==> config.mk <==
export PLATFORM = sky130hd
export DESIGN_NAME = ps2_cmd_sequencer
export DESIGN_NICKNAME = d
export VERILOG_FILES = /design/src/rtl/ps2_cmd_sequencer.sv
export SDC_FILE = /design/constraint.sdc
export NUM_CORES = 1
export LEC_CHECK = 0
export ABC_AREA = 1
export BUFFER_PORTS_ARGS = -buffer_cell sky130_fd_sc_hd__buf_4
export CORE_AREA = 8 8 92 94
export DETAILED_ROUTE_END_ITERATION = 6
export DIE_AREA = 0 0 100 102
export PLACE_DENSITY = 0.83
export SYNTH_ARGS = -nofsm -noshare
export SYNTH_HDL_FRONTEND = slang
export SYNTH_SLANG_ARGS = --single-unit
export TNS_END_PERCENT = 20
==> constraint.sdc <==
create_clock -name clk -period 1.7 [get_ports clk]
set_input_delay 0.34 -clock clk [delete_from_list [all_inputs] [get_ports clk]]
set_output_delay 0.34 -clock clk [all_outputs]
set_load 0.01 [all_outputs]
==> src/rtl/ps2_cmd_sequencer.sv <==
// PS/2 host-command sequencer: sends a command (plus optional argument), waits for
// the 0xFA acknowledge with resend retries and a response timeout, and forwards scan codes.
module ps2_cmd_sequencer #(
    parameter int unsigned TIMEOUT_CYCLES = 20000,
    parameter int unsigned MAX_RETRY      = 3
) (
    input  logic       clk,
    input  logic       rst_n,
    input  logic       cmd_valid,
    input  logic [7:0] cmd_byte,
    input  logic       cmd_has_arg,
    input  logic [7:0] cmd_arg,
    output logic       cmd_ready,
    output logic       tx_valid,
    output logic [7:0] tx_data,
    input  logic       tx_ready,
    input  logic       rx_valid,
    input  logic [7:0] rx_data,
    output logic       scan_valid,
    output logic [7:0] scan_data,
    output logic       cmd_done,
    output logic       cmd_err
);

    localparam int unsigned   TW          = (TIMEOUT_CYCLES > 2) ? $clog2(TIMEOUT_CYCLES) : 1;
    localparam logic [TW-1:0] TO_LAST     = TW'(TIMEOUT_CYCLES - 1);
    localparam logic [TW-1:0] TO_PRE      = TW'(TIMEOUT_CYCLES - 2);
    localparam logic [3:0]    RETRY_LIMIT = 4'(MAX_RETRY);
    localparam logic [7:0]    RSP_ACK     = 8'hFA;
    localparam logic [7:0]    RSP_RESEND  = 8'hFE;

    typedef enum logic [2:0] {
        IDLE,
        SEND_CMD,
        WAIT_CMD,
        SEND_ARG,
        WAIT_ARG,
        FINISH
    } state_t;

    state_t        state;
    logic [7:0]    cmd_q;
    logic [7:0]    arg_q;
    logic          has_arg_q;
    logic [3:0]    retry_cnt;
    logic [TW-1:0] to_cnt;

    logic in_wait;
    logic got_ack;
    logic got_resend;
    logic consume;
    logic timed_out;

    always_comb begin
        cmd_ready  = (state == IDLE);
        in_wait    = (state == WAIT_CMD) || (state == WAIT_ARG);
        got_ack    = in_wait && rx_valid && (rx_data == RSP_ACK);
        got_resend = in_wait && rx_valid && (rx_data == RSP_RESEND);
        consume    = got_ack || got_resend;
        // The counter's next value hitting the terminal count puts FINISH exactly
        // TIMEOUT_CYCLES cycles after the handshake cycle.
        timed_out  = (to_cnt >= TO_PRE);
    end

    always_ff @(posedge clk or negedge rst_n) begin
        if (!rst_n) begin
            state      <= IDLE;
            cmd_q      <= '0;
            arg_q      <= '0;
            has_arg_q  <= 1'b0;
            retry_cnt  <= '0;
            to_cnt     <= '0;
            tx_valid   <= 1'b0;
            tx_data    <= '0;
            scan_valid <= 1'b0;
            scan_data  <= '0;
            cmd_done   <= 1'b0;
            cmd_err    <= 1'b0;
        end else begin
            cmd_done   <= 1'b0;
            scan_valid <= rx_valid && !consume;
            if (rx_valid && !consume) begin
                scan_data <= rx_data;
            end
            if (in_wait && !consume && (to_cnt != TO_LAST)) begin
                to_cnt <= to_cnt + 1'b1;
            end

            case (state)
                IDLE: begin
                    if (cmd_valid) begin
                        cmd_q     <= cmd_byte;
                        arg_q     <= cmd_arg;
                        has_arg_q <= cmd_has_arg;
                        retry_cnt <= '0;
                        tx_valid  <= 1'b1;
                        tx_data   <= cmd_byte;
                        state     <= SEND_CMD;
                    end
                end
                SEND_CMD, SEND_ARG: begin
                    if (tx_ready) begin
                        tx_valid <= 1'b0;
                        to_cnt   <= '0;
                        state    <= (state == SEND_CMD) ? WAIT_CMD : WAIT_ARG;
                    end
                end
                WAIT_CMD, WAIT_ARG: begin
                    if (got_ack) begin
                        retry_cnt <= '0;
                        if ((state == WAIT_CMD) && has_arg_q) begin
                            tx_valid <= 1'b1;
                            tx_data  <= arg_q;
                            state    <= SEND_ARG;
                        end else begin
                            cmd_done <= 1'b1;
                            cmd_err  <= 1'b0;
                            state    <= FINISH;
                        end
                    end else if (got_resend) begin
                        if (retry_cnt < RETRY_LIMIT) begin
                            retry_cnt <= retry_cnt + 1'b1;
                            tx_valid  <= 1'b1;
                            tx_data   <= (state == WAIT_CMD) ? cmd_q : arg_q;
                            state     <= (state == WAIT_CMD) ? SEND_CMD : SEND_ARG;
                        end else begin
                            cmd_done <= 1'b1;
                            cmd_err  <= 1'b1;
                            state    <= FINISH;
                        end
                    end else if (timed_out) begin
                        cmd_done <= 1'b1;
                        cmd_err  <= 1'b1;
                        state    <= FINISH;
                    end
                end
                FINISH: begin
                    state <= IDLE;
                end
                default: begin
                    state <= IDLE;
                end
            endcase
        end
    end

endmodule

==> results.sh, run 1 <==
export IMPL_synth_cell_types=36
export IMPL_ys_seq_area_frac=0.422
export IMPL_diodes=0
export IMPL_detail_route_antenna_nets=0
export IMPL_swShare=0.402
export IMPL_cts_tree="yes"
export IMPL_io_pins=51
export IMPL_port_buffers=50
export IMPL_combPwrFrac=0.471
export IMPL_htreeDepth=3
export IMPL_die_w_um=100
export IMPL_grt_pass1_wl_um=15200
export IMPL_synth_warnings=0
export IMPL_ir_worst_vdd_mv=0.912
export IMPL_n_fill_cell=605
export IMPL_drt_iter0_drc=165
export IMPL_drt_first_pass_iters=5
export IMPL_status="finished, violations left"
export IMPL_clockPowerShare=0.224
export IMPL_crit_type="register to register"
export IMPL_hpwl_um=6650
export IMPL_multi_input_area_um2=1810
export IMPL_tns_ns=-0.101
export IMPL_antenna_found_initial=0
export IMPL_switching_power_uw=2860
export IMPL_area_delta_synth_final_pct=31.7
export IMPL_clock_skew_final_ns=0.00510
export IMPL_row_count=31
export IMPL_syn_area_um2=3500
export IMPL_violations="setup timing"
export IMPL_grt_overflow_total=0
export IMPL_placed_area_um2=4190
export IMPL_finalWorstSetupSlack_ns=-0.0322
export IMPL_regArea_um2=1480
export IMPL_finalWeightedCongestion=0.925
export IMPL_max_stage_delay_ns=0.46
export IMPL_synthCells=474
export IMPL_drc=0
export IMPL_syn_avg_cell_area_um2=7.39
export IMPL_worstPathArrival_ns=1.95
export IMPL_stdcell_area_um2=4610
export IMPL_die_area_um2=10200
export IMPL_cp_slowest_cell="dfrtp_2"
export IMPL_initial_core_util=0.496
export IMPL_path_cells="inv_2 > nand3_4 > nand2_4 > nand2_4 > a21oi_2 > nor2_4 > buf_4 > nand2_1 > nand2_1 > nand2_1 > nand2_1"
export IMPL_vias=3396
export IMPL_power_density_nw_per_um2=1550
export IMPL_synth_top_area_cell="dfrtp_1"
export IMPL_final_nets=594
export IMPL_wl_per_cell_um=14.0
export IMPL_worstMarginPinSlew_ns=0.380
export IMPL_drv_cap=0
export IMPL_endpoint_kind="register"
export IMPL_intPower_uw=4260
export IMPL_cts_buffer_depth=2
export IMPL_p_leak_uw=0.00243
export IMPL_rsz0062_at_grt="true"
export IMPL_track_usage=0.186
export IMPL_coreArea_um2=7060
export IMPL_netlist_area_leader_share=0.422
export IMPL_path_clk_slew_ns=0.07
export IMPL_layout_drive_gt1_share=0.283
export IMPL_cts_sinks=59
export IMPL_die_h_um=102
export IMPL_worst_endpoint_required_ns=1.92
export IMPL_synth_ff_latch_count=59
export IMPL_cp_start_kind="register"
export IMPL_vias_per_cell=5.11
export IMPL_insertion_delay_ns=0.34
export IMPL_slew_violations=0
export IMPL_cts_buffers=9
export IMPL_period_share=1.02
export IMPL_min_period_ns=1.73
export IMPL_grt_max_degree=32
export IMPL_grt_pass1_vias=3390
export IMPL_max_freq_ghz=0.577
export IMPL_post_place_ws_ns=-0.00370
export IMPL_power_share_sequential=0.305
export IMPL_hold_violations=0
export IMPL_max_slew_margin=0.745
export IMPL_synth_area_leaders="dfrtp_1 42%, nand2_1 19%, inv_1 6.2%"
export IMPL_path_common_cell="nand2_1"
export IMPL_wl_um=9340
export IMPL_syn_num_nets=507
export IMPL_min_path_type="input pin to register"
export IMPL_cts_root_buf="clkbuf_8"
export IMPL_cp_max_fo=5
export IMPL_finalSetupViolCount=6
[layout make-up]
| type | count | area share |
|---|---|---|
| flip-flops and latches | 59 | 0.321 |
| clock buffers | 11 | 0.0307 |
| inverters | 63 | 0.0516 |
| repair buffers | 86 | 0.156 |
| clock inverters | 5 | 0.0217 |
| multi-input cells | 342 | 0.392 |
| well taps | 99 | 0.0269 |
[layout by cell type (no fill, tap or decap), types with 4 or more instances in the layout]
| master | netlist | routed |
|---|---|---|
| nor2_1 | 44 | 42 |
| clkbuf_8 | 0 | 10 |
| nand2_2 | 2 | 4 |
| nand3_1 | 20 | 18 |
| nand4_1 | 9 | 9 |
| mux2_2 | 8 | 8 |
| o21ai_2 | 2 | 5 |
| nand2_1 | 175 | 172 |
| nand3_2 | 6 | 7 |
| buf_12 | 0 | 5 |
| o21ai_0 | 32 | 27 |
| nor2_4 | 3 | 5 |
| inv_1 | 58 | 57 |
| nand2_4 | 4 | 5 |
| buf_4 | 2 | 76 |
| o21ai_1 | 3 | 4 |
| a21oi_1 | 5 | 5 |
| dfrtp_1 | 59 | 56 |
| inv_2 | 4 | 5 |
[cells by family (layout without fill, tap and decap cells)]
kind of cell | Yosys count | after routing | synth area share
buffers and inverters | 74 | 165 | 0.0886
muxes | 8 | 8 | 0.0257
xor gates and xnor gates | 4 | 4 | 0.0100
DFF | 59 | 59 | 0.422
adders and majority gates | 3 | 3 | 0.0107
AOI/OAI and AO/OA | 47 | 47 | 0.0754
and+or+nand+nor | 279 | 280 | 0.368
[metal layers]
metal / share of wire / wire length [um] / global-route usage
met5: 0 / 0 / 0
met4: 0.040 / 373 / 0.103
met3: 0.045 / 421 / 0.0518
met2: 0.51 / 4770 / 0.324
met1: 0.40 / 3770 / 0.200
[path summary, 6_finish.rpt]
path,startpoint,end,slack [ns],cells after the start
max,state[2]$_DFFE_PN0P_,state[1]$_DFFE_PN0P_,-0.03,11
min,tx_ready,to_cnt[8]$_DFF_PN0_,0.20,2
max reg2reg,state[2]$_DFFE_PN0P_,state[1]$_DFFE_PN0P_,-0.03,11
min reg2reg,retry_cnt[2]$_DFFE_PN0P_,retry_cnt[2]$_DFFE_PN0P_,0.46,2
max in group asynchronous,rst_n,state[1]$_DFFE_PN0P_,0.73,3
min in group asynchronous,rst_n,scan_data[3]$_DFFE_PN0P_,0.46,2
[state kept, by name (all words and copies together) (netlist names), 3 cells and up]
register,count
to_cnt,15
cmd_q,8
arg_q,8
scan_data,8
state,3
retry_cnt,4
tx_data,8
[power by group through the flow]
stage                     clock [uW]  sequential, uW  combinational, uW
after floorplan                    0            2160               2020
after global routing            1670            2230               3730
after detailed placement           0            2160               3070
after global placement             0            2150               2970
after CTS                       1610            2140               3100
final                           1590            2170               3360
[cells in the mapped netlist, drive strengths merged]
cell type  instances
nor3               5
nor2              51
a31oi              1
clkinv             1
a22oi              1
o21ai             37
or2                2
mux2               8
o211ai             1
dfrtp             59
nor4               2
xnor2              1
nand2            181
buf                7
inv               62
nand3             28
ha                 3
xor2               3
nand4             10
clkbuf             4
a21oi              7
[per-stage QoR]
stage,hold WS (ns),util,total power (uW),std cells
2_1_floorplan,0.0444,-,4170,474
3_3_place_gp,0.287,0.594,5110,642
3_5_place_dp,0.291,0.594,5230,642
4_1_cts,0.189,0.630,6850,659
5_1_grt,0.186,0.653,7630,665
6_report,0.199,0.653,7120,665
[repair_timing]
item                                    in CTS  in global routing
endpoints found under the hold margin       28                  0
cloned                                       0                  2
gates resized for setup                      3                 29
buffers inserted                             0                  4
endpoints found under the setup margin      10                 35
pin swaps                                    0                  4
hold buffers                                 1                  0
[critical path, delay by kind of cell, from the launching register on]
family | cells | cell delay [ns]
AO/OA/AOI/OAI | 1 | 0.16
buffers and inverters | 2 | 0.24
flip-flops | 1 | 0.46
AND/OR/NAND/NOR | 8 | 0.74
No activity file was read; power rests on OpenSTA's default activity.
==> inputs of run 2 (changes only) <==
- CORE_AREA: 8 8 92 94 -> 2 2 82 84
- DIE_AREA: 0 0 100 102 -> 0 0 84 86
- PLACE_DENSITY: 0.83 -> 0.87
- clock period: 1.7 -> 1.6 ns (I/O delays scaled with it)
==> run 2 against run 1 <==
Against the previous run: the flow still finishes with violations (setup timing); via count rose by 8.4%; global-route usage rose by 9.6 points; hold slack got worse by 0.014 ns; total power rose by 9.0%; clock skew rose by 0.0046 ns; maximum frequency fell by 4.2%; final area rose by 2.4%; sequential power rose by 9.7%; cell count fell by 0.90%; routed wire length rose by 12%; combinational power rose by 20%.
==> results.sh, run 2 (synthesis results as in run 1) <==
export IMPL_status="finished, violations left"
export IMPL_violations="setup timing"
export IMPL_drv_cap=0
export IMPL_cts_buffer_depth=2
export IMPL_grt_max_degree=39
export IMPL_detail_route_antenna_nets=0
export IMPL_port_buffers=50
export IMPL_max_slew_margin=0.698
export IMPL_grt_pass1_vias=3693
export IMPL_min_period_ns=1.81
export IMPL_rsz0062_at_grt="true"
export IMPL_wl_per_cell_um=15.9
export IMPL_rr_endpoint="state[1]$_DFFE_PN0P_"
export IMPL_final_util=0.752
export IMPL_tns_ns=-3.70
export IMPL_cp_start_kind="register"
export IMPL_vias=3680
export IMPL_reg2reg_depth=10
export IMPL_area_delta_synth_final_pct=34.8
export IMPL_min_path_type="input pin to register"
export IMPL_worstMarginPinSlew_ns=0.450
export IMPL_finalWorstSetupSlack_ns=-0.208
export IMPL_max_freq_ghz=0.553
export IMPL_layout_drive_gt1_share=0.330
export IMPL_worst_endpoint_required_ns=1.87
export IMPL_finalSetupViolCount=38
export IMPL_grt_pass1_wl_um=16100
export IMPL_cts_sinks=59
export IMPL_wl_um=10500
export IMPL_cp_max_fo=4
export IMPL_htreeDepth=3
export IMPL_drt_first_pass_iters=6
export IMPL_path_clk_slew_ns=0.07
export IMPL_vias_per_cell=5.58
export IMPL_cts_buffers=9
export IMPL_crit_type="register to register"
export IMPL_grt_overflow_total=0
export IMPL_row_count=29
export IMPL_die_w_um=84
export IMPL_die_h_um=86
export IMPL_largest_register_ffs=15
export IMPL_die_area_um2=7220
export IMPL_cts_root_buf="clkbuf_8"
export IMPL_hold_end="scan_data[6]$_DFFE_PN0P_"
export IMPL_slew_violations=0
export IMPL_mostFrequentLayoutCell="nand2_1"
export IMPL_timing_rr_start="state[2]$_DFFE_PN0P_"
export IMPL_p_leak_uw=0.00246
export IMPL_hold_path_depth=3
export IMPL_drc=0
export IMPL_ir_worst_vdd_mv=1.35
export IMPL_r2r_setup_slack_ns=-0.21
export IMPL_diodes=0
export IMPL_holdWs_ns=0.185
export IMPL_path_common_cell="nand2_4"
export IMPL_cts_tree="yes"
export IMPL_clock_skew_final_ns=0.00968
export IMPL_endpoint_kind="register"
export IMPL_worstPathArrival_ns=2.08
export IMPL_coreArea_um2=6280
export IMPL_largest_register="to_cnt"
export IMPL_max_stage_delay_ns=0.47
export IMPL_layout_common_cells="160 x nand2_1, 92 x buf_4, 57 x inv_1"
export IMPL_final_nets=610
export IMPL_finalWeightedCongestion=0.967
export IMPL_period_share=1.13
export IMPL_drt_iter0_drc=324
export IMPL_io_pins=51
export IMPL_track_usage=0.282
export IMPL_initial_core_util=0.558
export IMPL_power_density_nw_per_um2=1640
export IMPL_insertion_delay_ns=0.35
export IMPL_hold_path_startpoint="rx_data[6]"
export IMPL_antenna_found_initial=0
export IMPL_cp_slowest_cell="dfrtp_2"
export IMPL_hold_violations=0
export IMPL_hpwl_um=6550
export IMPL_path_cells="inv_4 > nand3_4 > nand2_4 > nand2_4 > nor2_4 > nand2_2 > buf_4 > o211ai_1 > nand3_1 > nand2_1"
==> run 2: changes by cell type in the layout (fill, tap and decap cells not counted), sizes merged <==
cell,before,now
clkinv,3,4
clkinvlp,0,1
bufinv,3,1
buf,85,101
==> run 2: critical path: cells and delay by family, from the launching register on <==
kind	cells	cell delay [ns]
compound gates	1	0.09
flops	1	0.47
simple gates	7	0.86
buf+inv	2	0.28
==> run 2: layer usage <==
layer,GRT usage,vias up,part of all wire
li1,-,1694,-
met1,0.311,1735,0.37
met2,0.512,189,0.51
met3,0.0481,62,0.061
met4,0.167,0,0.055
met5,0,-,0
==> run 2: power by group <==
part / internal (uW) / total [uW] / switching, uW / leakage, uW
sequential: 1960 / 2380 / 415 / 0.000738
clock: 753 / 1360 / 611 / 0.0000991
combinational: 1690 / 4020 / 2340 / 0.00163
total: 4400 / 7770 / 3360 / 0.00246
==> run 2: worst max path at each step <==
stage | from | endpoint | slack [ns] | cells after the start
3_3_place_gp | rx_data[0] | tx_data[0]$_DFFE_PN0P_ | -0.06 | 9
2_1_floorplan | to_cnt[1]$_DFF_PN0_ | to_cnt[10]$_DFF_PN0_ | 0.0008 | 8
3_5_place_dp | rx_data[0] | tx_data[0]$_DFFE_PN0P_ | -0.10 | 9
4_1_cts | state[0]$_DFFE_PN0P_ | cmd_ready | -0.06 | 5
6_report | state[2]$_DFFE_PN0P_ | state[1]$_DFFE_PN0P_ | -0.21 | 10
5_1_grt | state[2]$_DFFE_PN0P_ | state[1]$_DFFE_PN0P_ | -0.28 | 10
==> run 2: timing repair <==
item	4_1_cts	5_1_grt
cloned	1	0
setup endpoints to repair	22	42
buffers inserted	5	3
resized for setup	19	42
pin swaps	4	20
hold buffers	1	0
endpoints found under the hold margin	21	0
==> run 2: layout make-up <==
cell class / instances / area (um^2)
timing repair buffer: 102 / 832
clock inverter: 5 / 52.6
fill: 410 / 1560
inverter: 63 / 243
clock buffer: 11 / 141
multi-input combinational: 342 / 1880
tap: 77 / 96.3
sequential: 59 / 1480
==> run 2: stage by stage <==
step / power, uW / worst slack [ns] / instance area [um^2] / instances
2_1_floorplan: 4430 / 0.000801 / 3500 / 474
3_3_place_gp: 5500 / -0.0561 / 4260 / 633
3_5_place_dp: 5670 / -0.101 / 4260 / 633
4_1_cts: 7310 / -0.0646 / 4560 / 656
5_1_grt: 8220 / -0.276 / 4720 / 659
6_report: 7770 / -0.208 / 4720 / 659
